`src/rtl/gemm_stream_host.sv`:
```
// rtl/gemm_stream_host.sv - host-side src/dst stream engine for the GEMM batch controller
//
// One start pulse runs one job. A parameter load (mode_matw=1) streams PRM_WORDS words
// from the buffer RAM with matw=1. A batch compute streams nbatch*SRC_WORDS words with
// run=1 and writes every returned dst beat back to the RAM until the nbatch-th dst_last.
//
// Ports:
//   clk, reset (async, active-low)
//   start, mode_matw, nbatch, src_base, dst_base : job request, sampled while idle
//   dst_hold                                     : forces dst_ready low
//   busy, done                                   : job status, done is a one-cycle pulse
//   mem_re/mem_raddr/mem_rdata                   : RAM read port, 1-cycle read latency
//   mem_we/mem_waddr/mem_wdata                   : RAM write port (registered)
//   matw, run, last                              : qualifiers to the core
//   src_valid/src_data/src_ready                 : source stream to the core
//   dst_valid/dst_data/dst_last/dst_ready        : result stream from the core
module gemm_stream_host #(
  parameter int DW        = 32,
  parameter int AW        = 12,
  parameter int SRC_WORDS = 16,
  parameter int PRM_WORDS = 32,
  parameter int DST_WORDS = 8
) (
  input  logic          clk,
  input  logic          reset,
  input  logic          start,
  input  logic          mode_matw,
  input  logic [7:0]    nbatch,
  input  logic [AW-1:0] src_base,
  input  logic [AW-1:0] dst_base,
  input  logic          dst_hold,
  output logic          busy,
  output logic          done,
  output logic          mem_re,
  output logic [AW-1:0] mem_raddr,
  input  logic [DW-1:0] mem_rdata,
  output logic          mem_we,
  output logic [AW-1:0] mem_waddr,
  output logic [DW-1:0] mem_wdata,
  output logic          matw,
  output logic          run,
  output logic          last,
  output logic          src_valid,
  output logic [DW-1:0] src_data,
  input  logic          src_ready,
  input  logic          dst_valid,
  input  logic [DW-1:0] dst_data,
  input  logic          dst_last,
  output logic          dst_ready
);

  if (SRC_WORDS < 1 || PRM_WORDS < 1 || DST_WORDS < 1) begin : g_bad_params
    $error("gemm_stream_host: word counts must be positive");
  end

  typedef enum logic [1:0] {ST_IDLE, ST_PRM, ST_RUN, ST_FIN} state_t;

  state_t        state_q, state_d;
  logic [AW-1:0] raddr_q, raddr_d;
  logic [AW-1:0] dst_base_q, dst_base_d;
  logic [AW-1:0] dcnt_q, dcnt_d;
  logic [7:0]    nb_q, nb_d;
  logic [7:0]    bdone_q, bdone_d;
  logic [13:0]   total_q, total_d;
  logic [13:0]   rd_cnt_q, rd_cnt_d;
  logic [13:0]   sent_q, sent_d;
  logic          inflight_q, inflight_d;
  logic [DW-1:0] fifo_q [2];
  logic [DW-1:0] fifo_d [2];
  logic          rd_ptr_q, rd_ptr_d;
  logic          wr_ptr_q, wr_ptr_d;
  logic [1:0]    cnt_q, cnt_d;
  logic          last_q, last_d;
  logic          we_q, we_d;
  logic [AW-1:0] waddr_q, waddr_d;
  logic [DW-1:0] wdata_q, wdata_d;

  logic          streaming;
  logic          pop, push;
  logic [2:0]    pend;
  logic          dst_fire;
  logic          final_beat;
  logic          batch_final;
  logic [7:0]    nb_eff;

  assign streaming = (state_q == ST_PRM) || (state_q == ST_RUN);
  assign src_valid = streaming && (cnt_q != 2'd0);
  assign src_data  = fifo_q[rd_ptr_q];
  // The core counts parameter beats on src_valid alone, so PRM never waits for src_ready.
  assign pop       = src_valid && ((state_q == ST_PRM) || src_ready);
  assign push      = streaming && inflight_q;
  // Words still held after this cycle's pop; counting the pop lets a read issue every
  // cycle while the core keeps accepting, without ever exceeding two stored words.
  assign pend      = {1'b0, cnt_q} - {2'b00, pop} + {2'b00, inflight_q};
  assign mem_re    = streaming && (pend < 3'd2) && (rd_cnt_q != total_q);
  assign mem_raddr = raddr_q;

  assign dst_ready   = (state_q == ST_RUN) && !dst_hold;
  assign dst_fire    = dst_valid && dst_ready;
  assign final_beat  = pop && (sent_q == total_q - 14'd1);
  assign batch_final = dst_fire && dst_last && (bdone_q == nb_q - 8'd1);
  assign nb_eff      = (nbatch == 8'd0) ? 8'd1 : nbatch;

  assign busy      = (state_q != ST_IDLE);
  assign done      = (state_q == ST_FIN);
  assign matw      = (state_q == ST_PRM);
  assign run       = (state_q == ST_RUN);
  assign last      = last_q;
  assign mem_we    = we_q;
  assign mem_waddr = waddr_q;
  assign mem_wdata = wdata_q;

  always_comb begin
    state_d    = state_q;
    raddr_d    = raddr_q;
    dst_base_d = dst_base_q;
    dcnt_d     = dcnt_q;
    nb_d       = nb_q;
    bdone_d    = bdone_q;
    total_d    = total_q;
    rd_cnt_d   = rd_cnt_q;
    sent_d     = sent_q;

    case (state_q)
      ST_IDLE: begin
        if (start) begin
          state_d    = mode_matw ? ST_PRM : ST_RUN;
          raddr_d    = src_base;
          dst_base_d = dst_base;
          dcnt_d     = '0;
          nb_d       = nb_eff;
          bdone_d    = 8'd0;
          total_d    = mode_matw ? 14'(PRM_WORDS) : 14'(nb_eff) * 14'(SRC_WORDS);
          rd_cnt_d   = 14'd0;
          sent_d     = 14'd0;
        end
      end
      ST_PRM:  if (final_beat)  state_d = ST_FIN;
      ST_RUN:  if (batch_final) state_d = ST_FIN;
      default: state_d = ST_IDLE;
    endcase

    if (mem_re) begin
      raddr_d  = raddr_q + AW'(1);
      rd_cnt_d = rd_cnt_q + 14'd1;
    end
    if (pop) sent_d = sent_q + 14'd1;
    if (dst_fire) dcnt_d = dcnt_q + AW'(1);
    if (dst_fire && dst_last) bdone_d = bdone_q + 8'd1;
  end

  // Prefetch FIFO; flushed whenever the next state does not stream, which drops any
  // residual src words and the read still in flight when the job ends.
  always_comb begin
    fifo_d     = fifo_q;
    rd_ptr_d   = rd_ptr_q;
    wr_ptr_d   = wr_ptr_q;
    cnt_d      = cnt_q;
    inflight_d = mem_re;
    if (state_d != ST_PRM && state_d != ST_RUN) begin
      rd_ptr_d   = 1'b0;
      wr_ptr_d   = 1'b0;
      cnt_d      = 2'd0;
      inflight_d = 1'b0;
    end else begin
      if (push) begin
        fifo_d[wr_ptr_q] = mem_rdata;
        wr_ptr_d         = !wr_ptr_q;
      end
      if (pop) rd_ptr_d = !rd_ptr_q;
      cnt_d = cnt_q + {1'b0, push} - {1'b0, pop};
    end
  end

  always_comb begin
    last_d  = (state_d == ST_RUN) && (last_q || final_beat);
    we_d    = dst_fire;
    waddr_d = dst_base_q + dcnt_q;
    wdata_d = dst_data;
  end

  always_ff @(posedge clk or negedge reset) begin
    if (!reset) begin
      state_q    <= ST_IDLE;
      raddr_q    <= '0;
      dst_base_q <= '0;
      dcnt_q     <= '0;
      nb_q       <= 8'd0;
      bdone_q    <= 8'd0;
      total_q    <= 14'd0;
      rd_cnt_q   <= 14'd0;
      sent_q     <= 14'd0;
      inflight_q <= 1'b0;
      fifo_q[0]  <= '0;
      fifo_q[1]  <= '0;
      rd_ptr_q   <= 1'b0;
      wr_ptr_q   <= 1'b0;
      cnt_q      <= 2'd0;
      last_q     <= 1'b0;
      we_q       <= 1'b0;
      waddr_q    <= '0;
      wdata_q    <= '0;
    end else begin
      state_q    <= state_d;
      raddr_q    <= raddr_d;
      dst_base_q <= dst_base_d;
      dcnt_q     <= dcnt_d;
      nb_q       <= nb_d;
      bdone_q    <= bdone_d;
      total_q    <= total_d;
      rd_cnt_q   <= rd_cnt_d;
      sent_q     <= sent_d;
      inflight_q <= inflight_d;
      fifo_q     <= fifo_d;
      rd_ptr_q   <= rd_ptr_d;
      wr_ptr_q   <= wr_ptr_d;
      cnt_q      <= cnt_d;
      last_q     <= last_d;
      we_q       <= we_d;
      waddr_q    <= waddr_d;
      wdata_q    <= wdata_d;
    end
  end

endmodule

```
`config.mk`:
```
export PLATFORM = sky130hd
export DESIGN_NAME = gemm_stream_host
export DESIGN_NICKNAME = d
export VERILOG_FILES = /design/src/rtl/gemm_stream_host.sv
export SDC_FILE = /design/constraint.sdc
export NUM_CORES = 1
export LEC_CHECK = 0
export BUFFER_PORTS_ARGS = -buffer_cell sky130_fd_sc_hd__buf_2
export CORE_UTILIZATION = 59
export CTS_CLUSTER_SIZE = 8
export DETAILED_ROUTE_END_ITERATION = 16
export GPL_ROUTABILITY_DRIVEN = 0
export PLACE_DENSITY = 0.85
export SYNTH_ARGS = -nofsm -noshare
export SYNTH_HDL_FRONTEND = slang
export SYNTH_SLANG_ARGS = --single-unit
export TNS_END_PERCENT = 30
```
`constraint.sdc`:
```
create_clock -name clk -period 7.5 [get_ports clk]
set_clock_uncertainty 0.2 [all_clocks]
set_input_delay 0.375 -clock clk [delete_from_list [all_inputs] [get_ports clk]]
set_output_delay 0.375 -clock clk [all_outputs]
set_load 0.1 [all_outputs]
```
==> results of run 1 <==
==> flip-flops by register name, indices dropped and copies added, names as in the netlist <==
signal / cells
bdone_q: 8
cnt_q: 2
dcnt_q: 12
dst_base_q: 12
fifo_q: 64
inflight_q: 1
last: 1
mem_raddr: 12
mem_waddr: 12
mem_wdata: 32
mem_we: 1
nb_q: 8
rd_cnt_q: 14
rd_ptr_q: 1
sent_q: 14
state_q: 2
total_q: 8
wr_ptr_q: 1
==> worst max-delay path: stages, from the launching register on <==
cell      delay [ns]
dfrtp_1         0.40
inv_1           0.11
ha_1            0.36
o21a_1          0.16
o21ai_0         0.08
buf_4           0.18
inv_2           0.19
ha_1            0.27
nand2b_1        0.15
fa_1            0.38
xnor2_1         0.16
nand3_1         0.59
nor2_2          0.31
buf_2           0.46
==> kinds of logic after synthesis <==
group                      Yosys count  share of synthesized area (%)
and+or+nand+nor                    297                           14.3
muxes                              107                           12.2
adders and majority gates           30                           4.01
AOI/OAI and AO/OA                  144                           9.48
xor gates and xnor gates            52                           4.68
DFF                                205                           52.7
buffers and inverters               63                           2.62
==> area by class of cell <==
cell class / count / area [µm²] / share of cell area, %
clock inverter: 1 / 5.00 / 0.0396
sequential: 205 / 5130 / 40.6
inverter: 23 / 86.3 / 0.684
tap: 216 / 270 / 2.14
clock buffer: 29 / 726 / 5.75
timing repair buffer: 306 / 2050 / 16.2
multi-input combinational: 630 / 4360 / 34.5
==> per-stage QoR <==
stage	area, µm²	instances	util, %	setup WS [ns]	hold slack [ns]
3_3_place_gp	10900	1282	68.2	3.23	0.267
3_5_place_dp	10900	1282	68.2	3.13	0.269
2_1_floorplan	9740	898	-	1.78	-0.121
4_1_cts	12600	1410	78.9	2.63	0.0769
5_1_grt	12600	1410	78.9	2.36	0.125
6_report	12600	1410	78.9	2.60	0.0915
==> cells in the mapped netlist, types with 7 or more instances <==
library cell | instances | share of area [%]
nand3_1 | 34 | 1.7
nor4_1 | 7 | 0.45
nand3b_1 | 7 | 0.54
clkbuf_1 | 32 | 1.2
xnor2_1 | 30 | 2.7
xor2_1 | 22 | 2.0
nand4_1 | 8 | 0.51
nor2_1 | 37 | 1.4
o221a_2 | 9 | 1.0
nand2_1 | 142 | 5.5
mux2_2 | 97 | 11
and3_1 | 15 | 0.96
inv_1 | 22 | 0.85
o21ai_0 | 63 | 3.2
ha_1 | 28 | 3.6
dfrtp_1 | 205 | 53
nor3_1 | 20 | 1.0
a21oi_1 | 22 | 1.1
o31ai_1 | 9 | 0.69
mux2i_1 | 10 | 1.0
==> what timing repair did <==
action	CTS	global route
hold buffers	98	0
hold endpoints to repair	262	0
buffers inserted	0	0
==> placed cells by master (no fill, tap or decap), types with 4 or more instances in the layout <==
master | Yosys | layout
and4_1 | 5 | 5
buf_2 | 0 | 199
dlygate4sd3_1 | 0 | 98
mux2i_1 | 10 | 10
nand2_1 | 142 | 142
o21ai_0 | 63 | 63
nand3b_1 | 7 | 7
dfrtp_1 | 205 | 205
clkbuf_16 | 0 | 29
o21a_1 | 5 | 5
nor3_1 | 20 | 19
ha_1 | 28 | 28
o221a_2 | 9 | 9
and3_1 | 15 | 15
nor2b_1 | 5 | 5
xor2_1 | 22 | 22
a21oi_1 | 22 | 22
xnor2_1 | 30 | 30
o31ai_1 | 9 | 9
nor2_1 | 37 | 36
nand3_1 | 34 | 34
buf_4 | 3 | 8
a31oi_1 | 5 | 5
a211oi_1 | 4 | 4
inv_1 | 22 | 22
nor4_1 | 7 | 7
nand4_1 | 8 | 8
mux2_2 | 97 | 97
==> routing by layer <==
metal | share of wire (%) | vias up | global-route usage (%)
met5 | 0 | - | 0
met4 | 4.1 | 0 | 12.6
met3 | 5.7 | 87 | 5.13
met2 | 50 | 322 | 51.1
met1 | 40 | 3941 | 36.0
li1 | - | 3728 | -
==> how the worst max path moves through the flow <==
stage	to	start	cells after the start	slack (ns)
after detailed placement	fifo_q[63]	total_q[4]	12	3.13
after global routing	mem_re	state_q[1]	13	2.36
after global placement	fifo_q[36]	total_q[4]	12	3.23
final	mem_re	state_q[1]	13	2.60
after CTS	mem_re	state_q[1]	13	2.63
after floorplan	fifo_q[32]	state_q[0]	12	1.78
==> reports/metrics.cfg, run 1 <==
[routing]
dr.pass1.iters = 5
drt-initial-drc-count = 434
via_per_inst = 5.73
drc = 0
wl_um = 24700
postRouteAntennaNets = 0
avgRoutedWirePerCell_um = 17.5
vias = 8078

[cts]
clkTransAtPathRegs_ns = 0.05
cts-root-buf = clkbuf_16
cts.sinks = 205
ctsResizeCount = 0
cts_tree = built
cts_max_path_buffers = 3
insertion_delay_ns = 0.52
numCtsBuffers = 29
cts_max_level = 1

[critical_path]
crit_required_ns = 6.92
worstSetupStartpointType = flip-flop
path_class = flip-flop to primary output
reg2reg_slack_ns = 3.06
r2r_start = state_q[1]
worst-r2r-cell-count = 13
worstPathArrival_ns = 4.32
cp_max_fo = 17
worstReg2RegEnd = mem_raddr[10]
end_kind = primary output

[yosys]
synth.distinct_cells = 58
synth_warnings = 0
synth_edf_count = 0
syn_avg_cell_area_um2 = 10.8
ys.flop_type = dfrtp_1
async_flop_share_pct = 100
syn_inst = 898
synth_seq_cells = 205
synthesis.nets = 1032
yosysSeqAreaShare_pct = 52.7
netlist_area_mm2 = 0.00974

[place]
port_buffers = 200
dp_hpwl_um = 14400

[global_routing]
antenna_found_initial = 0
grt_pass1_wl_um = 39200
grt_max_degree = 128
globalRouteOverflowTotal = 0
grtUsageTotal_pct = 29.3
grt_pass1_vias = 8147

[min_path]
min_path_type = input port to flip-flop
hold_start = dst_last
hold_end = bdone_q[1]
whs_path_depth = 4

[sta]
worstMarginPinSlew_ns = 1.01
period_needed_ns = 4.90
hold_violations = 0
rsz0062_at_grt = no
fmax_mhz = 204
setup-tns-final_ns = 0
fin_crit_sh_pct = 65.3
relSlewSlack_pct = 32.8
setup_viol = 0
drv_slew = 0

[floorplanning]
placeableCoreArea_mm2 = 0.0160
ios = 201
placementRows = 46
dieArea_mm2 = 0.0170
die_h_um = 130
initial_core_util_pct = 60.9
dieWidth_um = 130

[status]
status = complete, no violations

[job]
max-cap-violations = 0

[cells_and_area]
n_fill_cell = 973
nets = 1329
drive_above_1_share_pct = 29.5
area_growth_pct = 29.7
antenna_cells = 0

Power of run 1 is left out: the tool's default activity adds up to more than one toggle a clock period on the data nets, which glitch-free logic cannot reach.
==> run 2: changes to the inputs <==
--- a/config.mk
+++ b/config.mk
@@ -5,12 +5,13 @@
 export SDC_FILE = /design/constraint.sdc
 export NUM_CORES = 1
 export LEC_CHECK = 0
+export ABC_AREA = 1
 export BUFFER_PORTS_ARGS = -buffer_cell sky130_fd_sc_hd__buf_2
-export CORE_UTILIZATION = 59
+export CORE_UTILIZATION = 50
 export CTS_CLUSTER_SIZE = 8
 export DETAILED_ROUTE_END_ITERATION = 16
 export GPL_ROUTABILITY_DRIVEN = 0
-export PLACE_DENSITY = 0.85
+export PLACE_DENSITY = 0.77
 export SYNTH_ARGS = -nofsm -noshare
 export SYNTH_HDL_FRONTEND = slang
 export SYNTH_SLANG_ARGS = --single-unit
==> constraint.sdc (replaced) <==
create_clock -name clk -period 4.4 [get_ports clk]
set_clock_uncertainty 0.2 [all_clocks]
set_input_delay 0.22 -clock clk [delete_from_list [all_inputs] [get_ports clk]]
set_output_delay 0.22 -clock clk [all_outputs]
set_load 0.1 [all_outputs]
==> run 2 against run 1 <==
Net effect:
- critical path depth is 1 higher
- worst setup slack worse by 2.3 ns
- wire length is 6.5% higher
- via count is 12% higher
- core utilization is 11 points lower
- global-route usage is 2.8 points lower
- synthesized cell count is 32% higher
- die area is 19% higher
- critical endpoint unchanged
==> reports/metrics.cfg, run 2 <==
[cells_and_area]
nets = 1626
largest_reg_flops = 64
area_growth_pct = 31.5
final_common_cell = nand2_1
n_fill_cell = 1470
layout_common_cells = 356 x nand2_1, 205 x dfrtp_1, 198 x buf_2, 135 x inv_1, 114 x o21ai_0
largest-register = fifo_q
drive_above_1_share_pct = 17.3
fin_cells = 1754

[power]
p_leak_nw = 6.64
combPwrFrac_pct = 53.4
p_total_mw = 10.4
power_frac_clock_pct = 18.8
switchingPower_mw = 5.51
power.internal_mw = 4.88
power.density_mw_per_mm2 = 804
p_sw_share_pct = 53.0
ir_drop_mv = 0.541
p_seq_share_pct = 27.8

[sta]
fin_crit_sh_pct = 92.3
rsz0062_at_grt = no
drv_slew = 0
setup_viol = 0
fmax_mhz = 246
period_needed_ns = 4.06
hold_violations = 0
relSlewSlack_pct = 28.5
setup-tns-final_ns = 0
worstMarginPinSlew_ns = 1.07
fin_ws_ns = 0.339

[global_routing]
antenna_found_initial = 0
grt_pass1_vias = 8997
grt_max_degree = 95
grtUsageTotal_pct = 26.6
grt_pass1_wl_um = 43000
globalRouteOverflowTotal = 0

[yosys]
netlist_area_mm2 = 0.00983
yosysSeqAreaShare_pct = 52.2
synthesis.nets = 1318
synth.top_cell.area_share_pct = 52.2
syn_avg_cell_area_um2 = 8.30
synth.distinct_cells = 43
synth_seq_cells = 205
synth.most_common_cell = nand2_1
syn_inst = 1184
async_flop_share_pct = 100
yosysTopAreaCell = dfrtp_1
synth_warnings = 0
ys.flop_type = dfrtp_1
synthTopCellsByArea = dfrtp_1 52%, nand2_1 14%, o21ai_0 5.8%
synth_edf_count = 0
yosys-top-cells-count = 356 x nand2_1, 205 x dfrtp_1, 135 x inv_1, 114 x o21ai_0, 73 x nand3_1

[cts]
cts_max_path_buffers = 3
cts.sinks = 205
insertion_delay_ns = 0.55
cts_tree = built
cts_setup_buffers = 0
cts_max_level = 1
clkTransAtPathRegs_ns = 0.05
numCtsBuffers = 29
cts-root-buf = clkbuf_16

[routing]
drc = 0
avgRoutedWirePerCell_um = 15.0
drt-initial-drc-count = 513
via_per_inst = 5.14
wl_um = 26300
postRouteAntennaNets = 0
dr.pass1.iters = 7
vias = 9021

[floorplanning]
placementRows = 50
placeableCoreArea_mm2 = 0.0190
initial_core_util_pct = 51.8
dieArea_mm2 = 0.0202
ios = 201
die_h_um = 142
dieWidth_um = 142

[critical_path]
crit_required_ns = 3.98
r2r_start = state_q[0]
end_kind = primary output
worstSetupStartpointType = flip-flop
cp_max_fo = 21
path_class = flip-flop to primary output
worstReg2RegEnd = fifo_q[25]
worst-r2r-cell-count = 21
worstPathArrival_ns = 3.64
reg2reg_slack_ns = 0.78

[min_path]
hold_start = start
whs_path_depth = 4
min_path_type = input port to flip-flop
hold_end = state_q[0]

[job]
max-cap-violations = 0

[place]
port_buffers = 200
pre_cts_ws_ns = 0.667
numPlacedInstances = 1618
dp_hpwl_um = 17000

[status]
status = complete, no violations

-- run 2: cell count changes after synthesis, sizes merged, moves of 15 or more --
cell,delta
nor2,+38
o22ai,+19
mux2,-97
xnor2,-16
o21ai,+57
nand3,+39
inv,+117
and3,-15
nand2,+216
-- run 2: timing repair --
item / CTS / global route
endpoints found under the setup margin: 0 / 1
hold endpoints to repair: 238 / 0
gates resized for setup: 0 / 3
hold buffers: 102 / 0
-- run 2: power groups by stage --
stage / combinational, mW / sequential (mW) / clock (mW)
6_report: 5.54 / 2.89 / 1.95
5_1_grt: 5.97 / 2.96 / 2.05
4_1_cts: 5.47 / 2.88 / 1.97
3_5_place_dp: 5.37 / 2.90 / 0
3_3_place_gp: 5.28 / 2.88 / 0
2_1_floorplan: 3.59 / 3.68 / 0
-- run 2: worst max-delay path by stage --
stage,start,endpoint,slack [ns]
after floorplan,state_q[0],fifo_q[35],0.30
after global placement,state_q[1],mem_re,0.71
after detailed placement,state_q[1],mem_re,0.67
after CTS,state_q[1],mem_re,0.05
after global routing,state_q[1],mem_re,0.13
final,state_q[1],mem_re,0.34
-- run 2: cell families after synthesis --
kind of cell,synth area share [%]
XOR/XNOR,3.48
multiplexers,0.102
AO/OA/AOI/OAI,10.9
AND/OR/NAND/NOR,22.3
flip-flops,52.2
adder cells (fa/ha/maj),3.97
buffers and inverters,7.12
-- run 2: metal layers --
metal / wire length, µm / share of wire [%] / vias to the layer above / global-route usage (%)
met5: 0 / 0 / - / 0
met3: 1860 / 7.1 / 65 / 5.69
met4: 986 / 3.8 / 0 / 10.3
met2: 12600 / 48 / 343 / 44.8
li1: - / - / 4404 / -
met1: 10800 / 41 / 4209 / 33.3
-- run 2: worst max-delay path, stage by stage, from the launching register on --
cell      delay (ns)
dfrtp_1         0.41
inv_1           0.10
ha_1            0.33
o21ai_1         0.11
nor2_1          0.14
buf_4           0.17
ha_1            0.23
inv_1           0.05
nand2_1         0.06
fa_1            0.49
o211ai_1        0.10
a21oi_2         0.25
o21ai_4         0.24
inv_4           0.21
buf_12          0.20
-- run 2: cell type report --
class / count / area, µm² / share of cell area [%]
flip-flops and latches: 205 / 5130 / 39.7
multi-input cells: 802 / 4030 / 31.2
repair buffers: 313 / 2140 / 16.6
clock buffers: 31 / 743 / 5.75
inverters: 141 / 532 / 4.11
well taps: 260 / 325 / 2.52
clock inverters: 1 / 20.0 / 0.155
diodes: 1 / 2.50 / 0.0194
-- run 2: stage by stage --
step / utilization (%) / hold slack, ns / instance area (µm²)
5_1_grt: 68.2 / 0.0572 / 12900
3_5_place_dp: 58.7 / 0.129 / 11100
3_3_place_gp: 58.7 / 0.127 / 11100
4_1_cts: 68.1 / 0.00815 / 12900
2_1_floorplan: - / -0.276 / 9830
6_report: 68.2 / 0.0112 / 12900
No activity file was read; power rests on OpenSTA's default activity.
